File: config.mk
export PLATFORM = sky130hd
export DESIGN_NAME = pipe_hazard_ctrl
export DESIGN_NICKNAME = d
export VERILOG_FILES = /design/src/rtl/pipe_ctrl_pkg.sv /design/src/rtl/hz_loaduse_cmp.sv /design/src/rtl/pipe_hazard_ctrl.sv
export SDC_FILE = /design/constraint.sdc
export NUM_CORES = 1
export LEC_CHECK = 0
export CAP_MARGIN = 5
export CORE_AREA = 2 2 64 66
export DETAILED_ROUTE_END_ITERATION = 16
export DIE_AREA = 0 0 66 68
export GPL_ROUTABILITY_DRIVEN = 0
export PLACE_DENSITY = 0.86
export SETUP_SLACK_MARGIN = 0.02
export SLEW_MARGIN = 20
export SYNTH_ARGS = -nofsm -noshare
export SYNTH_HDL_FRONTEND = slang
export SYNTH_SLANG_ARGS = --single-unit
File: constraint.sdc
create_clock -name clk -period 3.4 [get_ports clk]
set_input_delay 0.34 -clock clk [delete_from_list [all_inputs] [get_ports clk]]
set_output_delay 0.34 -clock clk [all_outputs]
set_load 0.02 [all_outputs]
File: src/rtl/pipe_ctrl_pkg.sv
// Shared constants and types for the pipeline hazard sequencer.
// Holds the load result-select code, the x0 index and the FSM state type.
package pipe_ctrl_pkg;

  localparam logic [2:0] RESULT_SRC_LOAD = 3'b001;
  localparam logic [4:0] REG_X0          = 5'd0;

  typedef enum logic {
    RUN,
    MEMWAIT
  } hz_state_t;

endpackage

File: src/rtl/hz_loaduse_cmp.sv
// Per-stage load-use comparator: flags a load in this stage whose destination
// feeds a source of D. Ports: write/select/rd of the stage, rs1/rs2 of D, hit_o.
module hz_loaduse_cmp
  import pipe_ctrl_pkg::*;
(
  input  logic       RegWrite_i,
  input  logic [2:0] ResultSrc_i,
  input  logic [4:0] Rd_i,
  input  logic [4:0] Rs1_i,
  input  logic [4:0] Rs2_i,
  output logic       hit_o
);

  logic is_load;
  logic rd_match;

  assign is_load  = RegWrite_i && (ResultSrc_i == RESULT_SRC_LOAD);
  assign rd_match = (Rd_i == Rs1_i) || (Rd_i == Rs2_i);
  assign hit_o    = is_load && (Rd_i != REG_X0) && rd_match;

endmodule

File: src/rtl/pipe_hazard_ctrl.sv
// Stall/flush sequencer for the F-D-E-B-M-W pipeline: load-use, B-stage redirect,
// memory-wait FSM with sticky timeout. Optional perf counters under PERF_CNT_EN.
module pipe_hazard_ctrl
  import pipe_ctrl_pkg::*;
#(
  parameter int WAIT_W   = 8,
  parameter int MAX_WAIT = 200,
  parameter int CNT_W    = 32
) (
  input  logic             clk,
  input  logic             reset_n,
  input  logic [4:0]       Rs1D,
  input  logic [4:0]       Rs2D,
  input  logic [4:0]       RdE,
  input  logic [4:0]       RdB,
  input  logic             RegWriteE,
  input  logic             RegWriteB,
  input  logic [2:0]       ResultSrcE,
  input  logic [2:0]       ResultSrcB,
  input  logic             PCSrcB,
  input  logic             MemReqM,
  input  logic             MemReadyM,
  output logic             StallF,
  output logic             StallD,
  output logic             StallE,
  output logic             StallB,
  output logic             StallM,
  output logic             FlushD,
  output logic             FlushE,
  output logic             FlushB,
  output logic             FlushW,
  output logic             MemTimeout,
  output logic [CNT_W-1:0] StallCycles,
  output logic [CNT_W-1:0] FlushEvents
);

  localparam logic [WAIT_W-1:0] MAX_W = WAIT_W'(MAX_WAIT);

  hz_state_t         state_q, state_d;
  logic [WAIT_W-1:0] wcnt_q, wcnt_d;
  logic              tmo_q, tmo_d;

  logic lu_e, lu_b;
  logic mem_stall;
  logic redirect;
  logic load_use;

  hz_loaduse_cmp u_cmp_e (
    .RegWrite_i  (RegWriteE),
    .ResultSrc_i (ResultSrcE),
    .Rd_i        (RdE),
    .Rs1_i       (Rs1D),
    .Rs2_i       (Rs2D),
    .hit_o       (lu_e)
  );

  hz_loaduse_cmp u_cmp_b (
    .RegWrite_i  (RegWriteB),
    .ResultSrc_i (ResultSrcB),
    .Rd_i        (RdB),
    .Rs1_i       (Rs1D),
    .Rs2_i       (Rs2D),
    .hit_o       (lu_b)
  );

  // The detecting RUN cycle already stalls; in MEMWAIT the
  // first ready cycle releases without a stall.
  assign mem_stall = ((state_q == MEMWAIT) || MemReqM)
                     && !MemReadyM;
  assign redirect  = !mem_stall && PCSrcB;
  assign load_use  = !mem_stall && !PCSrcB && (lu_e || lu_b);

  // Gate with reset_n so no control leaks out while in reset.
  assign StallF = reset_n && (mem_stall || load_use);
  assign StallD = reset_n && (mem_stall || load_use);
  assign StallE = reset_n && mem_stall;
  assign StallB = reset_n && mem_stall;
  assign StallM = reset_n && mem_stall;
  assign FlushD = reset_n && redirect;
  assign FlushE = reset_n && (redirect || load_use);
  assign FlushB = reset_n && redirect;
  assign FlushW = reset_n && mem_stall;

  assign MemTimeout = tmo_q;

  always_comb begin
    state_d = mem_stall ? MEMWAIT : RUN;
    wcnt_d  = '0;
    if (mem_stall) begin
      wcnt_d = (wcnt_q == '1) ? wcnt_q : wcnt_q + 1'b1;
    end
    tmo_d = tmo_q || (mem_stall && (wcnt_d >= MAX_W));
  end

  always_ff @(posedge clk or negedge reset_n) begin
    if (!reset_n) begin
      state_q <= RUN;
      wcnt_q  <= '0;
      tmo_q   <= 1'b0;
    end else begin
      state_q <= state_d;
      wcnt_q  <= wcnt_d;
      tmo_q   <= tmo_d;
    end
  end

`ifdef PERF_CNT_EN
  logic [CNT_W-1:0] stall_cnt_q;
  logic [CNT_W-1:0] flush_cnt_q;

  always_ff @(posedge clk or negedge reset_n) begin
    if (!reset_n) begin
      stall_cnt_q <= '0;
      flush_cnt_q <= '0;
    end else begin
      if (StallF) begin
        stall_cnt_q <= stall_cnt_q + CNT_W'(1);
      end
      if (redirect) begin
        flush_cnt_q <= flush_cnt_q + CNT_W'(1);
      end
    end
  end

  assign StallCycles = stall_cnt_q;
  assign FlushEvents = flush_cnt_q;
`else
  assign StallCycles = '0;
  assign FlushEvents = '0;
`endif

endmodule

* Yosys cells after proc, flatten, opt, wreduce, memory -nomap -nowiden
Cells that the tools add are included.
** Operators by class
- Reduce and logical (&&, ||, !) cells :: 27
- Equality and inequality tests :: 7
- Multiplexer cells :: 3
- Add/subtract/negate cells :: 1
- Order comparisons :: 1
** Operators by type and width (count)
- 5-bit equality test :: 4
- 8-bit 2-to-1 mux :: 2
- 1-bit logical AND :: 15
- 5-bit nonzero test :: 2
- 8-bit by 1-bit adder with 8-bit output (second input constant) :: 1
- 8-bit equality test (second input constant) :: 1
- 8-bit >= comparator (second input constant) :: 1
- 1-bit logical OR :: 7
- 3-bit by 1-bit equality test with 1-bit output (second input constant) :: 2
- 1-bit logical NOT :: 3
- 1-bit 2-to-1 mux :: 1
** Word-level totals
- Flip-flop bits (word level) :: 10
- Bits of input ports :: 33
- Output and inout bits :: 74

* Logic depth before layout (Yosys ltp)
- Word-level depth :: 8
- Gate-level depth with buffers :: 7
- Gate-level depth less buffers :: 6

* Hierarchy
Synthesis repeated with hierarchy kept, for this count alone.
** Unflattened totals
- Cells, all modules :: 170
- Area, all modules :: 1418.9 um2
** By module, submodules not included
- pipe_hazard_ctrl :: area each 1148.6 um2, instances 1, cells each 134
- hz_loaduse_cmp :: area each 135.1 um2, instances 2, cells each 18

* Worst setup path before layout
OpenSTA, ideal clock, no wires.
- Path kind :: input port to output port
- From :: input port MemReqM
- To :: output port StallF
- Stages :: 7
- Path buffers :: 2
- Path slack :: 1.506 ns
- Data required time :: 3.060 ns
- Data arrival time :: 1.554 ns
- Cell sequence :: nor2_1 > or2_2 > buf_2 > inv_1 > and2_1 > a31o_2 > buf_4
** Between the ends
- Word-level cells in the longest chain between the ends :: 7
** Ends and longest elaborated chain
- start: declaration :: line pipe_hazard_ctrl.sv:21 : input logic MemReqM,
- 1-bit logical OR (*) :: line pipe_hazard_ctrl.sv:68 : assign mem_stall = ((state_q == MEMWAIT) || MemReqM)
- 1-bit logical AND (*) :: line pipe_hazard_ctrl.sv:69 : && !MemReadyM;
- net mem_stall :: line pipe_hazard_ctrl.sv:44 : logic mem_stall;
- 1-bit logical NOT :: line pipe_hazard_ctrl.sv:71 : assign load_use = !mem_stall && !PCSrcB && (lu_e || lu_b);
- 1-bit logical AND (2 in series) :: line pipe_hazard_ctrl.sv:71
- 1-bit logical OR (*)
- 1-bit logical AND (*)
- end: declaration :: line pipe_hazard_ctrl.sv:23 : output logic StallF,
Mark *: on every way through the listed nets, which the timed path passes. The rest lies on a longest branch.

* Worst setup path in the final report
- From :: input port RdE[1]
- To :: output port StallD
** Between the ends
- Word-level cells in the longest chain between the ends :: 7
- Elaborated cells on any way between the ends :: 10
- Classes of those cells :: eq/ne (2); reduce/logical (8)
** Ends and longest elaborated chain
- start: declaration :: line pipe_hazard_ctrl.sv:14 : input logic [4:0] RdE,
- 5-bit equality test / 5-bit nonzero test (equally long branches) :: line hz_loaduse_cmp.sv:18, hz_loaduse_cmp.sv:19
- 1-bit logical OR / 1-bit logical AND (equally long branches) :: line hz_loaduse_cmp.sv:18, hz_loaduse_cmp.sv:19
- 1-bit logical AND (*) :: line hz_loaduse_cmp.sv:19 : assign hit_o = is_load && (Rd_i != REG_X0) && rd_match;
- 1-bit logical OR (*) :: line pipe_hazard_ctrl.sv:71
- 1-bit logical AND (*) :: line pipe_hazard_ctrl.sv:71
- 1-bit logical OR (*) :: line pipe_hazard_ctrl.sv:75 : assign StallD = reset_n && (mem_stall || load_use);
- 1-bit logical AND (*) :: line pipe_hazard_ctrl.sv:75
- end: declaration :: line pipe_hazard_ctrl.sv:24 : output logic StallD,
Every way passes the cells marked *; elsewhere a longest branch is shown, timed or not.

==> reports/metrics.cfg <==
[outcome]
status=complete, no violations

[cells_and_area]
layout-drive-gt1-share_pct=5.39
area_growth_pct=19.4
antenna_cells=0
nets=239
layout_common_cells=conb_1 (64), clkdlybuf4s50_1 (42), xor2_1 (20)
final_common_cell=conb_1

[critical_path]
endpoint_kind=output pin
start_kind=input pin
crit_chain=clkdlybuf4s50_1 > or4_1 > o21ai_0 > o22ai_1 > a31o_2 > clkdlybuf4s50_1
cp_common_cell=clkdlybuf4s50_1
crit_arrival_ps=2550
slowest_stage=or4_1
max_stage_delay_ps=560
crit_fanout=3
crit_type=input pin to output pin
cp.required_ps=3060

[route]
drt_iter0_drc=35
routed_wirelength_mm=2.46
ant_nets=0
drc=0
wire_per_inst_um=9.67
num_vias=1042
via_per_inst=4.10
dr.pass1.iters=4

[timing]
fin_worst_skew_ps=3.67
drv_slew=0
rsz0062_at_grt=no
hold_viol_final=0
period_needed_ps=2890
min_period_over_period_pct=85.0
setup-violations-final=0
fmax_ghz=0.346
setup_tns_ps=0

[global_routing]
grt_pass1_wl_mm=3.64
track_usage_pct=10.4
grt_pass1_vias=831
grt_overflow=0
grt_max_degree=12
grt_antenna_before_repair=0

[floorplan]
initial_utilization_pct=34.6
core_um2=3860
dieArea_um2=4490
die_w_um=66
rows=23
fp.dieH_um=68
io_pins=107

[yosys]
synthArstFlopShare_pct=100
synth-seq-area-share_pct=18.8
synthFlopType=dfrtp_1
synth-edff-count=0
synth_cell_type_count=33
synth-seq-cells=10
synth_area_um2=1330
syn_avg_cell_area_um2=8.13
syn_inst=164
yosys_warnings=0

[worst_hold_path]
hp-class=register to register

[cts]
clk_pin_slew_ps=50
cts_made_buffers=3
worst_skew_pair.late_latency_ps=230
postCtsSetupBuffers=0
cts_tree=built
clock_sinks=10
cts.repair.resized=0
htreeDepth=1
cts_root_buffer=clkbuf_8
clockBufferDepth=2
cts_hold_buf=0

[power_and_ir_drop]
ir_drop_uv=102
p_leak_nw=0.739
p_per_area_nw_per_um2=273
p_total_uw=435

[place]
port_buffers=42
dp_hpwl_mm=2.16

[run]
maxCapViolCount=0

## synthesized netlist by cell type, types with 2 or more instances
cell type	instances	area (um^2)
nor4bb_1	2	20.0
dfrtp_1	10	250
inv_1	5	18.8
a31oi_1	4	25.0
a31o_2	2	17.5
or4_1	2	15.0
nand3_1	2	10.0
a22oi_1	2	15.0
a211oi_1	2	15.0
o21ai_0	4	20.0
a21oi_1	2	10.0
buf_4	69	518
or2_2	2	12.5
nor2_1	8	30.0
xor2_1	20	175
nor3_1	8	40.0
nand2_1	4	15.0
## registers in the layout, summed over array words and instances (netlist names)
signal      cells
MemTimeout      1
state_q         1
wcnt_q          8
## path summary, 6_finish.rpt
| kind | end | cells after the start | startpoint | slack, ps |
|---|---|---|---|---|
| min reg2reg | MemTimeout | 2 | MemTimeout | 460 |
| min in group asynchronous | MemTimeout | 2 | reset_n | 550 |
| max reg2reg | MemTimeout | 6 | wcnt_q[0] | 1780 |
| min | MemTimeout | 2 | MemTimeout | 460 |
| max | StallD | 6 | RdE[1] | 510 |
| max in group asynchronous | wcnt_q[1] | 2 | reset_n | 2710 |
## worst max-delay path, delay by kind of cell
family	cells	cell delay, ps
simple gates	1	560
compound gates	3	640
buf+inv	2	1010
## power breakdown
part           switching (mW)  internal (mW)
sequential            0.00260          0.122
combinational           0.106         0.0605
clock                  0.0421          0.101
total                   0.151          0.284
## cells by family (layout without fill, tap and decap cells)
family                     count (synthesis)  after routing  synth area share [%]
AOI/OAI and AO/OA                         21             21                  10.6
xor gates and xnor gates                  21             21                  13.8
adders and majority gates                  1              1                 0.938
buffers and inverters                     75             52                  40.6
DFF                                       10             10                  18.8
muxes                                      1              1                 0.750
other                                      1             64                 0.281
and+or+nand+nor                           34             34                  14.3
## cell type report
cell class	instances	area [um^2]
Clock buffer	4	55.1
Fill cell	394	2260
Inverter	5	18.8
Multi-Input combinational cell	142	778
Sequential cell	10	250
Tap cell	50	62.6
Timing Repair Buffer	43	428
## layer usage
layer,wire length (um),track usage (%),up-vias
met5,0,0,-
met1,883,10.5,468
li1,-,-,504
met4,32,3.83,0
met2,1300,21.0,68
met3,239,2.14,2
## stage by stage
stage          cells  setup WS (ps)  util, %  area, um^2  hold slack (ps)
4_1_cts          254            553     41.3        1590              465
3_5_place_dp     250            557     39.9        1540              453
3_3_place_gp     250            620     39.9        1540              447
6_report         254            509     41.3        1590              463
2_1_floorplan    227           1510        -        1570             44.4
5_1_grt          254            411     41.3        1590              505
No activity file was read; power rests on OpenSTA's default activity.
